[config.mk]
export PLATFORM = sky130hd
export DESIGN_NAME = frame_loader_flat
export DESIGN_NICKNAME = d
export VERILOG_FILES = /design/src/rtl/frame_loader_if.sv /design/src/rtl/frame_loader.sv /design/src/flat_wrapper.sv
export SDC_FILE = /design/constraint.sdc
export NUM_CORES = 1
export LEC_CHECK = 0
export CAP_MARGIN = 20
export CORE_MARGIN = 8
export CORE_UTILIZATION = 45
export CTS_CLUSTER_SIZE = 30
export DETAILED_ROUTE_END_ITERATION = 10
export GPL_ROUTABILITY_DRIVEN = 0
export GPL_TIMING_DRIVEN = 0
export PLACE_DENSITY_LB_ADDON = 0.2
export SYNTH_ARGS = -nofsm -noshare
export SYNTH_HDL_FRONTEND = slang
export SYNTH_SLANG_ARGS = --single-unit
[constraint.sdc]
create_clock -name clk -period 1.9 [get_ports clk]
set_input_delay 0.19 -clock clk [delete_from_list [all_inputs] [get_ports clk]]
set_output_delay 0.19 -clock clk [all_outputs]
set_load 0.01 [all_outputs]
[src/rtl/frame_loader_if.sv]
// rtl/frame_loader_if.sv - byte receive, image buffer write and status bundle of the frame loader
interface frame_loader_if #(
    parameter int ADDR_WIDTH = 10,
    parameter int DATA_WIDTH = 16
);
    logic                  i_rx_valid;
    logic [7:0]            i_rx_data;
    logic                  i_busy;
    logic                  o_wr_en;
    logic [ADDR_WIDTH-1:0] o_wr_addr;
    logic [DATA_WIDTH-1:0] o_wr_data;
    logic                  o_frame_loaded;
    logic                  o_frame_error;
    logic                  o_rx_drop;
    logic                  o_loading;

    modport master (
        input  i_rx_valid, i_rx_data, i_busy,
        output o_wr_en, o_wr_addr, o_wr_data,
        output o_frame_loaded, o_frame_error, o_rx_drop, o_loading
    );

    modport slave (
        output i_rx_valid, i_rx_data, i_busy,
        input  o_wr_en, o_wr_addr, o_wr_data,
        input  o_frame_loaded, o_frame_error, o_rx_drop, o_loading
    );
endinterface

[src/rtl/frame_loader.sv]
// rtl/frame_loader.sv - frames the UART byte stream into the input image buffer
module frame_loader #(
    parameter int         IMG_W          = 28,
    parameter int         IMG_H          = 28,
    parameter int         ADDR_WIDTH     = 10,
    parameter int         DATA_WIDTH     = 16,
    parameter int         FRAC_BITS      = 7,
    parameter bit         USE_SYNC       = 1'b1,
    parameter logic [7:0] SYNC_BYTE      = 8'hA5,
    parameter int         TIMEOUT_CYCLES = 1000000
) (
    input logic            clk,
    input logic            reset,
    frame_loader_if.master bus
);
    localparam int N  = IMG_W * IMG_H;
    localparam int TW = $clog2(TIMEOUT_CYCLES + 1);
    localparam logic [ADDR_WIDTH-1:0] LAST_ADDR = ADDR_WIDTH'(N - 1);
    localparam logic [TW-1:0]         TO_LAST   = TW'(TIMEOUT_CYCLES - 1);

    typedef enum logic [2:0] {S_IDLE, S_LOAD, S_DONE, S_HOLD_ARM, S_HOLD} state_t;

    state_t                r_state, w_state_nxt;
    logic [ADDR_WIDTH-1:0] r_count, w_count_nxt;
    logic [TW-1:0]         r_tcnt, w_tcnt_nxt;
    logic                  r_wr_en, w_wr_en;
    logic [ADDR_WIDTH-1:0] r_wr_addr, w_wr_addr;
    logic [DATA_WIDTH-1:0] r_wr_data, w_wr_data;
    logic                  r_frame_loaded, w_frame_loaded;
    logic                  r_frame_error, w_frame_error;
    logic                  r_rx_drop, w_rx_drop;
    logic                  r_loading;
    logic [DATA_WIDTH-1:0] w_pixel;

    // Unsigned byte placed above the fractional bits; always non-negative.
    assign w_pixel = {{(DATA_WIDTH-8){1'b0}}, bus.i_rx_data} << FRAC_BITS;

    assign bus.o_wr_en        = r_wr_en;
    assign bus.o_wr_addr      = r_wr_addr;
    assign bus.o_wr_data      = r_wr_data;
    assign bus.o_frame_loaded = r_frame_loaded;
    assign bus.o_frame_error  = r_frame_error;
    assign bus.o_rx_drop      = r_rx_drop;
    assign bus.o_loading      = r_loading;

    // State, counters and every output are registered here.
    always_ff @(posedge clk) begin
        if (reset) begin
            r_state        <= S_IDLE;
            r_count        <= '0;
            r_tcnt         <= '0;
            r_wr_en        <= 1'b0;
            r_wr_addr      <= '0;
            r_wr_data      <= '0;
            r_frame_loaded <= 1'b0;
            r_frame_error  <= 1'b0;
            r_rx_drop      <= 1'b0;
            r_loading      <= 1'b0;
        end else begin
            r_state        <= w_state_nxt;
            r_count        <= w_count_nxt;
            r_tcnt         <= w_tcnt_nxt;
            r_wr_en        <= w_wr_en;
            r_wr_addr      <= w_wr_addr;
            r_wr_data      <= w_wr_data;
            r_frame_loaded <= w_frame_loaded;
            r_frame_error  <= w_frame_error;
            r_rx_drop      <= w_rx_drop;
            r_loading      <= (w_state_nxt == S_LOAD);
        end
    end

    // Next state, pixel/timeout counters and the values the outputs take next cycle.
    always_comb begin
        w_state_nxt    = r_state;
        w_count_nxt    = r_count;
        w_tcnt_nxt     = r_tcnt;
        w_wr_en        = 1'b0;
        w_wr_addr      = r_wr_addr;
        w_wr_data      = r_wr_data;
        w_frame_loaded = 1'b0;
        w_frame_error  = 1'b0;
        w_rx_drop      = 1'b0;
        case (r_state)
            S_IDLE: begin
                if (bus.i_rx_valid) begin
                    w_tcnt_nxt = '0;
                    if (USE_SYNC) begin
                        if (bus.i_rx_data == SYNC_BYTE) begin
                            w_state_nxt = S_LOAD;
                            w_count_nxt = '0;
                        end
                    end else begin
                        // Without a marker the first byte is already pixel 0.
                        w_wr_en     = 1'b1;
                        w_wr_addr   = '0;
                        w_wr_data   = w_pixel;
                        w_count_nxt = ADDR_WIDTH'(1);
                        w_state_nxt = (LAST_ADDR == '0) ? S_DONE : S_LOAD;
                    end
                end
            end
            S_LOAD: begin
                if (bus.i_rx_valid) begin
                    // Every byte here is a pixel, including one equal to the marker.
                    w_wr_en    = 1'b1;
                    w_wr_addr  = r_count;
                    w_wr_data  = w_pixel;
                    w_tcnt_nxt = '0;
                    if (r_count == LAST_ADDR) begin
                        w_state_nxt = S_DONE;
                    end else begin
                        w_count_nxt = r_count + 1'b1;
                    end
                end else if (r_tcnt == TO_LAST) begin
                    w_frame_error = 1'b1;
                    w_state_nxt   = S_IDLE;
                    w_count_nxt   = '0;
                    w_tcnt_nxt    = '0;
                end else begin
                    w_tcnt_nxt = r_tcnt + 1'b1;
                end
            end
            S_DONE: begin
                // One cycle after the last write strobe, so that write has landed.
                w_rx_drop      = bus.i_rx_valid;
                w_frame_loaded = 1'b1;
                w_state_nxt    = S_HOLD_ARM;
            end
            S_HOLD_ARM: begin
                w_rx_drop = bus.i_rx_valid;
                if (bus.i_busy) w_state_nxt = S_HOLD;
            end
            S_HOLD: begin
                w_rx_drop = bus.i_rx_valid;
                if (!bus.i_busy) w_state_nxt = S_IDLE;
            end
            default: begin
                w_state_nxt = S_IDLE;
                w_count_nxt = '0;
                w_tcnt_nxt  = '0;
            end
        endcase
    end
endmodule

[src/flat_wrapper.sv]
// flat-port wrapper written by rule: the top's interface ports become plain ports
module frame_loader_flat 
#(
    parameter int         IMG_W          = 28,
    parameter int         IMG_H          = 28,
    parameter int         ADDR_WIDTH     = 10,
    parameter int         DATA_WIDTH     = 16,
    parameter int         FRAC_BITS      = 7,
    parameter bit         USE_SYNC       = 1'b1,
    parameter logic [7:0] SYNC_BYTE      = 8'hA5,
    parameter int         TIMEOUT_CYCLES = 1000000
)
  (clk, reset, bus_i_rx_valid, bus_i_rx_data, bus_i_busy, bus_o_wr_en, bus_o_wr_addr, bus_o_wr_data, bus_o_frame_loaded, bus_o_frame_error, bus_o_rx_drop, bus_o_loading);
  frame_loader_if #(.ADDR_WIDTH(ADDR_WIDTH), .DATA_WIDTH(DATA_WIDTH)) bus_i ();
  input logic clk;
  input logic reset;
  input wire logic [$bits(bus_i.i_rx_valid)-1:0] bus_i_rx_valid;
  input wire logic [$bits(bus_i.i_rx_data)-1:0] bus_i_rx_data;
  input wire logic [$bits(bus_i.i_busy)-1:0] bus_i_busy;
  output wire logic [$bits(bus_i.o_wr_en)-1:0] bus_o_wr_en;
  output wire logic [$bits(bus_i.o_wr_addr)-1:0] bus_o_wr_addr;
  output wire logic [$bits(bus_i.o_wr_data)-1:0] bus_o_wr_data;
  output wire logic [$bits(bus_i.o_frame_loaded)-1:0] bus_o_frame_loaded;
  output wire logic [$bits(bus_i.o_frame_error)-1:0] bus_o_frame_error;
  output wire logic [$bits(bus_i.o_rx_drop)-1:0] bus_o_rx_drop;
  output wire logic [$bits(bus_i.o_loading)-1:0] bus_o_loading;
  assign bus_i.i_rx_valid = bus_i_rx_valid;
  assign bus_i.i_rx_data = bus_i_rx_data;
  assign bus_i.i_busy = bus_i_busy;
  assign bus_o_wr_en = bus_i.o_wr_en;
  assign bus_o_wr_addr = bus_i.o_wr_addr;
  assign bus_o_wr_data = bus_i.o_wr_data;
  assign bus_o_frame_loaded = bus_i.o_frame_loaded;
  assign bus_o_frame_error = bus_i.o_frame_error;
  assign bus_o_rx_drop = bus_i.o_rx_drop;
  assign bus_o_loading = bus_i.o_loading;
  frame_loader #(.IMG_W(IMG_W), .IMG_H(IMG_H), .ADDR_WIDTH(ADDR_WIDTH), .DATA_WIDTH(DATA_WIDTH), .FRAC_BITS(FRAC_BITS), .USE_SYNC(USE_SYNC), .SYNC_BYTE(SYNC_BYTE), .TIMEOUT_CYCLES(TIMEOUT_CYCLES)) u_core (.clk(clk), .reset(reset), .bus(bus_i));
endmodule
[Yosys cells after proc, flatten, opt, wreduce, memory -nomap -nowiden]
Index checks and enable logic that the tools add are counted.
Word-level totals
  register bits: 56
  bits in latches: 0
  RAM bits: 0
  bits in read-only memories: 0
  input port bits: 12
  output and inout port bits: 31
  word-level logic and storage cells: 55
  memories kept: 0
Cells by class
  add/subtract/negate cells: 2
  multiply operators: 0
  divide/modulo/power cells: 0
  order comparisons: 0
  equal/unequal tests: 12
  shift operators: 0
  muxes and demuxes: 21
  bitwise gates (word level): 2
  reductions and logical operators: 8
Operators by type and width (count)
  $mux 20: 3
  $pmux 20 s3: 1
  $mux 10: 5
  $pmux 10 s3: 1
  $mux 3: 7
  $add 20x1->20 const B: 1
  $eq 20x20->1 const B: 1
  $pmux 3 s5: 1
  $add 10x1->10 const B: 1
  $eq 10x10->1 const B: 1
  $eq 8x8->1 const B: 1
  $eq 3x1->1 const B: 2
  $eq 3x2->1 const B: 2
  $reduce_or 3->1: 2
  $reduce_and 5->1: 1
  $reduce_and 2->1: 2
  $reduce_or 2->1: 2
  $eq 3x3->1 const B: 1
  $logic_not 3->1: 1
  $mux 1: 3
  $ne 3x2->1 const B: 1
  $ne 3x3->1 const B: 1
  $ne 2x1->1 const B: 1
  $ne 2x2->1 const B: 1
  $not 1->1: 2

[Depth between registers and ports, before layout]
Gate-level depths: netlist (run 1).
  word-level depth: 5
  depth in mapped cells: 8
  gate-level depth less buffers: 6

[Worst setup path before layout (run 1)]
Ideal clock, no wire load.
  kind: reg-to-reg
  start point: register u_core.r_tcnt[0]
  end point: register u_core.r_count[3]
  arrival time: 1580 ps
  data required time: 1766 ps
  setup slack: 185 ps
  stages on the path, launching flop included: 7
  path buffers: 0
  clock period less this slack: 1715 ps
  cell sequence: dfxtp_1 ha_1 nor4bb_1 nand3_1 o21a_1 o311ai_0 o31ai_1
Between the ends
  word-level cells in the longest chain between the ends: 3
Ends and longest elaborated chain
  start, declared: line frame_loader.sv:25  | logic [TW-1:0] r_tcnt, w_tcnt_nxt;
  start signal, assigned: line frame_loader.sv:62  | r_tcnt <= w_tcnt_nxt;
  $eq 20x20->1: line frame_loader.sv:115  | end else if (r_tcnt == TO_LAST) begin
  $ne 3x2->1 (no line)
  $reduce_and 5->1 (no line)
  end signal, assigned: line frame_loader.sv:61  | r_count <= w_count_nxt;
  end, declared: line frame_loader.sv:24  | logic [ADDR_WIDTH-1:0] r_count, w_count_nxt;
No other way between the ends.
A chain may end at the register's enable or synchronous reset.

[Final worst setup path (run 1)]
  start point: input bus_i_rx_data[2]
  end point: register u_core.r_count[7]
Between the ends
  word-level cells in the longest chain between the ends: 3
Ends and longest elaborated chain
  start, declared: line flat_wrapper.sv:18  | input wire logic [$bits(bus_i.i_rx_data)-1:0] bus_i_rx_data;
  $eq 8x8->1: line frame_loader.sv:89  | if (bus.i_rx_data == SYNC_BYTE) begin
  $ne 2x1->1 (no line)
  $reduce_and 5->1 (no line)
No other way between the ends.

==> results.md, run 1 <==
- Including well taps, the total number of placed cells is slightly above 400.
- The count of final max-slew check failures came to 0.
- For this configuration, the core starts out at a cell density of 0.4646.
- In the final layout, the share of cells above drive strength 1 is 0.1676.
- The cell at the root of the clock tree is sky130_fd_sc_hd__clkbuf_8.
- The number of top-level design ports is 43.
- The via count of the first global-routing pass is between 2000 and 2500.
- The quantity of I/O buffers inserted on ports is 33.
- The critical path goes through clkdlybuf4s50_1 -> nor4bb_1 -> a211o_1 -> nand2_1 -> nor3b_4 -> a311oi_1.
- In this run the remaining antenna-violating nets after routing total 0.
- The total iterations of the first detailed-routing run is 4.
- For this run the aggregate overflow at the end of global routing stands at 0.
- Along the worst path, the maximum fanout reaches 6.
- The source-to-sink clock delay at the later pin of the worst-skew pair is 0.32 ns.
- The most instantiated flip-flop cell in the synthesis netlist is sky130_fd_sc_hd__dfxtp_1.
- The area taken by multi-input logic gates is around 0.0014 mm².
- The top cell types in the final layout, fill and taps aside, are sky130_fd_sc_hd__nand2_1, sky130_fd_sc_hd__dfxtp_1, sky130_fd_sc_hd__clkdlybuf4s50_1.
- The leakage power is ~1.1 nW.
- The share of the Yosys chip area taken by registers is 0.4409.
- Relative to the synthesized area, the layout overhead comes to 29.53%.
- The summed area of non-filler cells in the final layout is 0.003293 mm².
- The register area is between 0.001 and 0.0015 mm².
- CTS saw 56 sinks.
- Counting flops with a built-in enable in the synthesized netlist gives 0.
- The DRC marker count from the first detailed-route iteration is between 100 and 150.
- The routed design has between 6000 and 7000 µm of wire.
- The via-per-instance ratio is 5.328.
- The total power per unit cell area is between 600 and 700 mW/mm².
- The number of antenna violations at the first check in global routing was 0.
- The detailed router placed around 2300 vias in this run.
- Based on the critical path, the design can be clocked at up to around 530 MHz.
- The final hold violation count was 0.
- Counting distinct cell types in the post-synthesis netlist gives 51.
- 0 antenna diodes ended up in the layout.
- Of all flip-flops after synthesis, the portion carrying an async set or reset was 0.
- The startpoint-to-endpoint class of the critical path is in2reg.
- The placed instances occupy a cell area of 0.002989 mm².
- Summed over all nets, the half-perimeter wirelength after detailed placement is between 4000 and 5000 µm.
- The CTS tree is done.
- Dividing the detail-routed wire length by the instance count gives around 15 µm.
- A synthesized cell averages between 8 and 9 µm².
- Of the available clock period, the critical path in the final layout requires 0.9866.
- The path category of the worst min-delay check is in2reg.
- The data required time of the worst path is between 2 and 2.5 ns.
- The maximum number of buffers from clock root to sink is 2.
- Setup violations remaining at the end of the flow were counted as 0.
- The row count is 27.
- The clock slew seen by the registers of the worst setup and hold paths is ~0.1 ns.
- The count of fill cells added during filler insertion is between 400 and 500.
- At the pin with the least slew margin, the transition time is roughly 0.57 ns.
- The setup TNS is 0 ns.
- The post-route total power is between 0.002 and 0.0025 W.
- For this run, design rule violations remaining after detail routing come to 0.
- In this run the vertical extent of the chip is around 91 µm.
- The aggregate global-route resource usage is 0.1423.
- Headroom to the max-slew limit came out at 0.6169.
- On the worst path, the slowest cell contributes a delay of 0.47 ns.
- For this run, the number of standard cells in the final layout without fillers is between 400 and 500.
- Counting flops and latches in the post-synthesis netlist gives 56.
- Ranked by total cell area, the synthesized netlist is headed by sky130_fd_sc_hd__dfxtp_1, sky130_fd_sc_hd__nand2_1, sky130_fd_sc_hd__xor2_1.
- The wire length of the first global-routing pass is a little under 10000 µm.
- The largest area contributor in the netlist is sky130_fd_sc_hd__dfxtp_1.
- The floorplan step set the die width to between 90 and 100 µm.
- On the final layout, the worst clock skew is 0.01311 ns.
- The number of max-cap violations is 0.
- The number of nets in the layout is 365.
- The overall die area is a little over 0.008 mm².
- The startpoint class of the critical path is a primary input.
- The worst setup path is captured at a register.
- IR analysis of the VDD net gives a maximum drop of just under 500 µV.
- The worst path in the final design needs a cycle of around 1.9 ns, including I/O delays and setup.
- Entering global routing, the biggest net connects 18 pins.
- The cts-stage hold buffer count is 0.
- The final worst hold slack is about 0.4 ns.
- The floorplan step defined a core boundary enclosing ~0.0055 mm².
- The number of buffers created by CTS is 5.
- Setup repair after global routing could not meet its margin everywhere.
- The number of warnings issued by yosys is 0.
- The library cell used most frequently in the layout, excluding fill and tap cells, is sky130_fd_sc_hd__nand2_1.
- The number of buffer and inverter stages on the critical path is 1.
- The standard cell with the maximum stage delay on the critical path is sky130_fd_sc_hd__clkdlybuf4s50_1.
- The share of the synthesized area in the top cell type is 0.4409.
- Counting every instance in the synthesized netlist gives 298.
- The netlist area before placement is approximately 0.0025 mm².
- The arrival time at the worst endpoint is 2.06 ns.
- The cell family with the largest share of critical-path delay is simple AND/OR/NAND/NOR gates.
- The run finished with clean final reports.
- The H-tree depth reported by CTS is 2.
==> worst register-to-register path, delay by kind of cell, from the launching register on <==
kind | cells | cell delay, ns
and+or+nand+nor | 3 | 0.75
DFF | 1 | 0.38
AOI/OAI and AO/OA | 2 | 0.44
adders and majority gates | 1 | 0.16
==> sequential cells by signal, indices dropped and copies added (netlist names) <==
| name | cells |
|---|---|
| u_core.bus.o_wr_addr | 10 |
| u_core.bus.o_frame_loaded | 1 |
| u_core.bus.o_loading | 1 |
| u_core.bus.o_frame_error | 1 |
| u_core.r_tcnt | 20 |
| u_core.bus.o_rx_drop | 1 |
| u_core.r_count | 10 |
| u_core.r_state | 3 |
| u_core.bus.o_wr_data | 8 |
| u_core.bus.o_wr_en | 1 |
==> per-layer routing <==
layer	GRT usage	wire length, µm	vias up
met5	0	0	-
met4	0.05184	76	0
met3	0.03539	397	8
met2	0.2545	3319	61
met1	0.1592	2454	1054
li1	-	-	1136
==> synthesized netlist by cell type (3+ instances only) <==
library cell / count
sky130_fd_sc_hd__a21oi_1: 23
sky130_fd_sc_hd__and3_1: 6
sky130_fd_sc_hd__buf_2: 5
sky130_fd_sc_hd__buf_4: 8
sky130_fd_sc_hd__clkbuf_1: 7
sky130_fd_sc_hd__dfxtp_1: 56
sky130_fd_sc_hd__inv_1: 3
sky130_fd_sc_hd__nand2_1: 59
sky130_fd_sc_hd__nand3_1: 8
sky130_fd_sc_hd__nand4_1: 12
sky130_fd_sc_hd__nor2_1: 31
sky130_fd_sc_hd__nor4bb_1: 4
sky130_fd_sc_hd__o21ai_0: 9
sky130_fd_sc_hd__o311ai_0: 3
sky130_fd_sc_hd__o31ai_1: 3
sky130_fd_sc_hd__xnor2_1: 4
sky130_fd_sc_hd__xor2_1: 15
==> cells by family after synthesis <==
logic type,after synthesis,synth area share
simple gates,140,0.2771
other cells,1,0.001475
buf+inv,24,0.05266
fa+ha+maj,2,0.009841
mux,1,0.003937
compound gates,55,0.1486
xor+xnor,19,0.06545
flops,56,0.4409
==> layout make-up <==
| class | instances | area share |
|---|---|---|
| Tap cell | 72 | 0.02736 |
| Inverter | 3 | 0.003419 |
| Clock buffer | 5 | 0.02090 |
| Buffer | 21 | 0.04027 |
| Clock inverter | 3 | 0.01292 |
| Timing Repair Buffer | 39 | 0.1132 |
| Multi-Input combinational cell | 225 | 0.4388 |
| Sequential cell | 56 | 0.3431 |
==> what timing repair did <==
item	4_1_cts	5_1_grt
pin swaps	1	2
cloned	0	1
endpoints found under the setup margin	28	31
gates resized for setup	14	28
buffers inserted	1	4
==> power breakdown <==
| part | switching [W] | total, W | internal, W |
|---|---|---|---|
| combinational | 0.0000538 | 0.000104 | 0.0000499 |
| clock | 0.000389 | 0.000780 | 0.000390 |
| sequential | 0.00000253 | 0.00118 | 0.00117 |
==> path summary, 6_finish.rpt <==
kind / depth (start not counted) / from / end / slack, ns
hold / removal: 2 / reset / u_core.bus.o_frame_loaded$_SDFF_PP0_ / 0.39
setup reg to reg: 6 / u_core.r_tcnt[0]$_SDFFE_PP0P_ / u_core.r_count[7]$_SDFFE_PP0P_ / 0.05
setup / recovery: 6 / bus_i_rx_data[2] / u_core.r_count[7]$_SDFFE_PP0P_ / 0.03
hold reg to reg: 2 / u_core.bus.o_wr_addr[6]$_SDFFE_PP0P_ / u_core.bus.o_wr_addr[6]$_SDFFE_PP0P_ / 0.46
==> per-stage QoR <==
step,utilization,setup WS [ns]
after floorplan,-,0.1854
after global placement,0.5462,-0.3776
after detailed placement,0.5462,-0.3805
after CTS,0.5764,0.0004521
after global routing,0.6017,-0.02781
final,0.6017,0.02545
No activity file was read; power rests on OpenSTA's default activity.
==> run 2: changes to the inputs <==
--- a/config.mk
+++ b/config.mk
@@ -13,6 +13,7 @@
 export GPL_ROUTABILITY_DRIVEN = 0
 export GPL_TIMING_DRIVEN = 0
 export PLACE_DENSITY_LB_ADDON = 0.2
+export SKIP_CTS_REPAIR_TIMING = 1
 export SYNTH_ARGS = -nofsm -noshare
 export SYNTH_HDL_FRONTEND = slang
 export SYNTH_SLANG_ARGS = --single-unit
==> results.md, run 2 (same netlist as run 1, synthesis figures left out) <==
- The pre-CTS setup slack is -0.3805 ns (unchanged).
- The arrival time at the worst endpoint came to 2.11 ns (was 2.06 ns).
- The total power per unit cell area is 629.5 mW/mm² (was 625.5 mW/mm²).
- The overall die area came to 0.008311 mm² (unchanged).
- The wire length of the first global-routing pass is 9722 µm (was 9846 µm).
- The final hold violation count is 0 (unchanged).
- The final global-route overflow total is 0 (unchanged).
- The overall via count from detail_route is 2248 (was 2259).
- The final period utilization is 0.9791 (was 0.9866).
- The standard cell with the maximum stage delay on the critical path was sky130_fd_sc_hd__dfxtp_4 (was sky130_fd_sc_hd__clkdlybuf4s50_1).
- The measured slew at the worst slew-check pin is 0.5627 ns (was 0.5667 ns).
- The final worst slack is 0.03979 ns (was 0.02545 ns).
- The top register by number of flip-flops was u_core.r_tcnt (unchanged).
- The total of endpoints with negative setup slack in the final report is 0 (unchanged).
- The H-tree depth reported by CTS is 2 (unchanged).
- The source-to-sink clock delay at the later pin of the worst-skew pair is 0.32 ns (about the same).
- The row count came to 27 (unchanged).
- The flip-flop count of the largest register after layout is 20 (unchanged).
- Critical-path cell list: ha_4 -> nor4bb_2 -> nand3_1 -> o21a_4 -> nor3b_4 -> mux2i_1 (was clkdlybuf4s50_1 -> nor4bb_1 -> a211o_1 -> nand2_1 -> nor3b_4 -> a311oi_1).
- The number of buffers created by CTS was 5 (unchanged).
- RSZ-0062 raised after global routing: yes (unchanged).
- The DRC marker count from the first detailed-route iteration was 104 (was 126).
- The cell family with the largest share of critical-path delay is simple AND/OR/NAND/NOR gates (unchanged).
- The critical path endpoint category is a register (unchanged).
- The starting density of the core is 0.4646 (unchanged).
- The maximum single-stage delay on the critical path was 0.38 ns (was 0.47 ns).
- The residual antenna-violating net count after detailed routing is 0 (unchanged).
- The die height is 91.17 µm (unchanged).
- The count of final max-slew check failures is 0 (unchanged).
- The cell at the root of the clock tree is sky130_fd_sc_hd__clkbuf_8 (unchanged).
- The largest net degree at the start of global routing was 18 (unchanged).
- The path category of the worst min-delay check is in2reg (unchanged).
- The maximum frequency from static timing analysis came to 537.6 MHz (was 533.5 MHz).
- The via-per-instance ratio is 5.327 (was 5.328).
- The post-route total power is 0.002057 W (was 0.002060 W).
- Run status: complete, no violations (unchanged).
- The data required time of the worst path came to 2.15 ns (was 2.09 ns).
- The number of top-level design ports is 43 (unchanged).
- The number of nets in the layout is 363 (was 365).
- The aggregate global-route resource usage is 0.1406 (was 0.1423).
- The startpoint class of the critical path is a register (was primary input).
- The die width is 91.17 µm (unchanged).
- The worst max-slew margin expressed relative to the limit is 0.6196 (was 0.6169).
- The remaining design rule violation count was 0 (unchanged).
- The clock sink count was 56 (unchanged).
- The via count of the first global-routing pass was 2064 (was 2077).
- The proportion of layout cells with a drive suffix above 1 is 0.1657 (was 0.1676).
- The number of max-cap violations is 0 (unchanged).
- The highest fanout seen on the critical path was 7 (was 6).
- The area of the placeable core was 0.005473 mm² (unchanged).
- The quantity of I/O buffers inserted on ports is 33 (unchanged).
- The sum of routed wire length over all layers is 6125 µm (was 6248 µm).
- The total iterations of the first detailed-routing run was 4 (unchanged).
- The largest voltage drop on the vdd net is 451.0 µV (was 486.1 µV).
- The growth of design area from synthesis to finish was 28.49% (was 29.53%).
- Most frequent cells in the layout: sky130_fd_sc_hd__nand2_1, sky130_fd_sc_hd__dfxtp_1, sky130_fd_sc_hd__clkdlybuf4s50_1 (unchanged).
- The CTS tree is done (unchanged).
- The maximum number of buffers from clock root to sink is 2 (unchanged).
- The startpoint-to-endpoint class of the critical path is reg2reg (was in2reg).
- The number of antenna violations at the first check in global routing is 0 (unchanged).
- The leakage power was 1.112 nW (was 1.120 nW).
- The leading cell type in the layout, fill and taps excluded is sky130_fd_sc_hd__nand2_1 (unchanged).
- The detailed-placement wirelength estimate is 4247 µm (unchanged).
- The number of buffer and inverter stages on the critical path is 0 (was 1).
- The time the worst path needs with I/O delays and setup is 1.860 ns (was 1.875 ns).
- The number of diodes added for antenna fixing was 0 (unchanged).
- The clock slew seen by the registers of the worst setup and hold paths is 0.10 ns (about the same).
- The worst clock skew is 0.01253 ns (was 0.01311 ns).
- The detailed-route wire length per cell is 14.51 µm (was 14.74 µm).
[run 2: cell types whose count changed in the layout (fill, tap and decap cells not counted), sizes merged]
cell and change:
buf -2
[run 2: layout make-up]
class	count	area (µm²)
plain buffers	21	132.6
clock buffers	5	68.82
clock inverters	3	42.54
fillers	507	2206
inverters	3	11.26
multi-input cells	225	1431
flip-flops and latches	56	1130
well taps	72	90.09
repair buffers	37	360.3
[run 2: path summary, 6_finish.rpt]
check,startpoint,endpoint,slack [ns],cells after the start
worst max-delay path,u_core.r_tcnt[0]$_SDFFE_PP0P_,u_core.r_count[1]$_SDFFE_PP0P_,0.04,6
worst min-delay path,reset,u_core.bus.o_frame_loaded$_SDFF_PP0_,0.39,2
worst max register to register,u_core.r_tcnt[0]$_SDFFE_PP0P_,u_core.r_count[1]$_SDFFE_PP0P_,0.04,6
worst min register to register,u_core.bus.o_wr_addr[6]$_SDFFE_PP0P_,u_core.bus.o_wr_addr[6]$_SDFFE_PP0P_,0.46,2
[run 2: worst reg2reg max path, stage by stage, from the launching register on]
cell and delay (ns):
sky130_fd_sc_hd__dfxtp_4 0.38, sky130_fd_sc_hd__ha_4 0.15, sky130_fd_sc_hd__nor4bb_2 0.29, sky130_fd_sc_hd__nand3_1 0.18
sky130_fd_sc_hd__o21a_4 0.29, sky130_fd_sc_hd__nor3b_4 0.31, sky130_fd_sc_hd__mux2i_1 0.21
[run 2: per-layer routing]
metal | track usage | routed length (µm) | vias to the layer above
met1 | 0.1562 | 2409 | 1052
met5 | 0 | 0 | -
met2 | 0.2521 | 3281 | 53
li1 | - | - | 1135
met3 | 0.03539 | 358 | 8
met4 | 0.05184 | 76 | 0
[run 2: metrics by stage]
stage	cells	TNS, ns	hold slack [ns]	cell area [µm²]	utilization
after floorplan	305	0	0.3257	2569	-
after global placement	410	-6.225	0.4425	2989	0.5462
after detailed placement	410	-6.762	0.4466	2989	0.5462
after CTS	418	-3.166	0.3832	3100	0.5665
after global routing	422	-0.1080	0.4305	3267	0.5969
final	422	0	0.3901	3267	0.5969
[run 2: report_power, final]
group	leakage (nW)	internal (W)	total [W]	switching, W
sequential	0.454	0.00117	0.00118	0.00000228
combinational	0.605	0.0000486	0.000101	0.0000522
clock	0.0541	0.000390	0.000779	0.000389
total	1.11	0.00161	0.00206	0.000443
==> run 3: changes to the inputs <==
--- a/config.mk
+++ b/config.mk
@@ -6,8 +6,9 @@
 export NUM_CORES = 1
 export LEC_CHECK = 0
 export CAP_MARGIN = 20
+export CORE_ASPECT_RATIO = 1.2
 export CORE_MARGIN = 8
-export CORE_UTILIZATION = 45
+export CORE_UTILIZATION = 40
 export CTS_CLUSTER_SIZE = 30
 export DETAILED_ROUTE_END_ITERATION = 10
 export GPL_ROUTABILITY_DRIVEN = 0
==> results.md, run 3 (same netlist as run 1, synthesis figures left out) <==
- The arrival time at the worst endpoint is 2.08 ns (was 2.11 ns).
- The summed area of non-filler cells in the final layout is 0.003327 mm² (was 0.003267 mm²).
- The final worst slack is 0.06555 ns (was 0.03979 ns).
- The cell at the root of the clock tree was sky130_fd_sc_hd__clkbuf_8 (unchanged).
- The worst clock skew was 0.01255 ns (was 0.01253 ns).
- The cell area after placement was 0.003005 mm² (was 0.002989 mm²).
- The final period utilization came to 0.9655 (was 0.9791).
- The wire length of the first global-routing pass is 9570 µm (was 9722 µm).
- The via-per-instance ratio is 5.043 (was 5.327).
- Most frequent cells in the layout: sky130_fd_sc_hd__nand2_1, sky130_fd_sc_hd__dfxtp_1, sky130_fd_sc_hd__clkdlybuf4s50_1 (unchanged).
- The maximum number of buffers from clock root to sink is 2 (unchanged).
- The starting density of the core is 0.4045 (was 0.4646).
- The combinational cell fraction of total power is 0.054 (was 0.049).
- The remaining design rule violation count is 0 (unchanged).
- The setup TNS is 0 ns (unchanged).
- The worst max-slew margin expressed relative to the limit is 0.6330 (was 0.6196).
- The detailed-route wire length per cell was 14.14 µm (was 14.51 µm).
- The die height is 103.3 µm (was 91.17 µm).
- The number of top-level design ports was 43 (unchanged).
- The H-tree depth reported by CTS came to 2 (unchanged).
- The number of diodes added for antenna fixing is 0 (unchanged).
- The reported net switching power is 0.0004655 W (was 0.0004435 W).
- The internal power is 0.001489 W (was 0.001613 W).
- Run status: complete, no violations (unchanged).
- The flip-flop count of the largest register after layout is 20 (unchanged).
- The critical path endpoint category is a register (unchanged).
- The overall die area came to 0.009174 mm² (was 0.008311 mm²).
- The overall via count from detail_route is 2219 (was 2248).
- The maximum frequency from static timing analysis is 545.1 MHz (was 537.6 MHz).
- The growth of design area from synthesis to finish was 30.86% (was 28.49%).
- The total power per unit cell area is 587.6 mW/mm² (was 629.5 mW/mm²).
- The DRC marker count from the first detailed-route iteration was 125 (was 104).
- The clock slew seen by the registers of the worst setup and hold paths is 0.11 ns (was 0.10 ns).
- The row count was 32 (was 27).
- The post-route total power is 0.001955 W (was 0.002057 W).
- The startpoint class of the critical path was a register (unchanged).
- The count of final max-slew check failures came to 0 (unchanged).
- The largest net degree at the start of global routing is 18 (unchanged).
- The number of antenna violations at the first check in global routing was 0 (unchanged).
- The area of the placeable core is 0.006286 mm² (was 0.005473 mm²).
- The aggregate global-route resource usage is 0.1320 (was 0.1406).
- The proportion of layout cells with a drive suffix above 1 is 0.1606 (was 0.1657).
- The final global-route overflow total is 0 (unchanged).
- The source-to-sink clock delay at the later pin of the worst-skew pair came to 0.32 ns (about the same).
- The largest voltage drop on the vdd net is 310.6 µV (was 451.0 µV).
- The measured slew at the worst slew-check pin came to 0.5429 ns (was 0.5627 ns).
- The leading cell type in the layout, fill and taps excluded is sky130_fd_sc_hd__nand2_1 (unchanged).
- The pre-CTS setup slack is -0.3224 ns (was -0.3805 ns).
- The path category of the worst min-delay check is in2reg (unchanged).
- The time the worst path needs with I/O delays and setup is 1.834 ns (was 1.860 ns).
- The switching portion of total power is 0.2381 (was 0.2156).
- The leakage power is 1.145 nW (was 1.112 nW).
- The via count of the first global-routing pass is 2036 (was 2064).
- The total iterations of the first detailed-routing run was 4 (unchanged).
- The detailed-placement wirelength estimate is 4367 µm (was 4247 µm).
- The number of nets in the layout is 368 (was 363).
- The residual antenna-violating net count after detailed routing is 0 (unchanged).
- The sum of routed wire length over all layers came to 6220 µm (was 6125 µm).
- The data required time of the worst path is 2.15 ns (about the same).
- The total of endpoints with negative setup slack in the final report is 0 (unchanged).
- The share of power burned in the clock network is 0.344 (was 0.379).
- The number of max-cap violations was 0 (unchanged).
- The quantity of I/O buffers inserted on ports came to 33 (unchanged).
- The clock sink count was 56 (unchanged).
- The sequential cell fraction of total power is 0.602 (was 0.572).
- The number of buffers created by CTS is 5 (unchanged).
- The CTS tree was done (unchanged).
- The final hold violation count is 0 (unchanged).
- The startpoint-to-endpoint class of the critical path is reg2reg (unchanged).
- The die width is 88.78 µm (was 91.17 µm).
- The highest fanout seen on the critical path is 10 (was 7).
- The top register by number of flip-flops is u_core.r_tcnt (unchanged).
## run 3: cell types whose count changed in the layout (fill, tap and decap cells not counted), moves of 2 or more
cell,delta
sky130_fd_sc_hd__buf_4,+2
sky130_fd_sc_hd__buf_6,+2
sky130_fd_sc_hd__clkbuf_1,+2
sky130_fd_sc_hd__nor4bb_2,-2
sky130_fd_sc_hd__o311ai_2,-2
## run 3: final cells by class
cell class,instances,area [µm²]
Multi-Input combinational cell,225,1443
Tap cell,85,106.4
Sequential cell,56,1129
Fill cell,631,2959
Inverter,3,11.26
Timing Repair Buffer,42,410.4
Buffer,21,138.9
Clock inverter,2,16.27
Clock buffer,6,72.57
## run 3: worst paths after layout
check / slack [ns] / start / to / cells past startpoint
max: 0.07 / u_core.r_state[2]$_SDFF_PP0_ / u_core.r_count[9]$_SDFFE_PP0P_ / 7
min: 0.38 / reset / u_core.r_count[9]$_SDFFE_PP0P_ / 2
max reg2reg: 0.07 / u_core.r_state[2]$_SDFF_PP0_ / u_core.r_count[9]$_SDFFE_PP0P_ / 7
min reg2reg: 0.46 / u_core.bus.o_wr_data[9]$_SDFFE_PP0P_ / u_core.bus.o_wr_data[9]$_SDFFE_PP0P_ / 2
## run 3: routing by layer
metal	GRT usage	share of wire	routed length (µm)
met4	0.04433	0.011	70
met2	0.2291	0.49	3025
met5	0	0	0
met3	0.03953	0.061	378
met1	0.1491	0.44	2747
## run 3: through the flow
step | utilization | hold WS (ns) | std cells
floorplan | - | 0.3257 | 305
CTS | 0.4922 | 0.3136 | 431
finish | 0.5293 | 0.3789 | 440
detailed placement | 0.4781 | 0.4498 | 423
global placement | 0.4781 | 0.4421 | 423
global route | 0.5293 | 0.3945 | 440
## run 3: power groups by stage
stage | combinational, W | clock, W | sequential, W
floorplan | 0.0000512 | 0 | 0.00120
global placement | 0.0000871 | 0 | 0.00120
detailed placement | 0.0000869 | 0 | 0.00120
CTS | 0.0000874 | 0.000680 | 0.00118
global route | 0.000114 | 0.000724 | 0.00118
finish | 0.000106 | 0.000673 | 0.00118
## run 3: worst max-delay path: stages (launching register included)
cell,delay [ns]
sky130_fd_sc_hd__dfxtp_1,0.32
sky130_fd_sc_hd__buf_6,0.13
sky130_fd_sc_hd__nand2b_4,0.19
sky130_fd_sc_hd__or3b_1,0.40
sky130_fd_sc_hd__buf_6,0.16
sky130_fd_sc_hd__nor4_4,0.26
sky130_fd_sc_hd__nor2_1,0.08
sky130_fd_sc_hd__a311oi_2,0.22
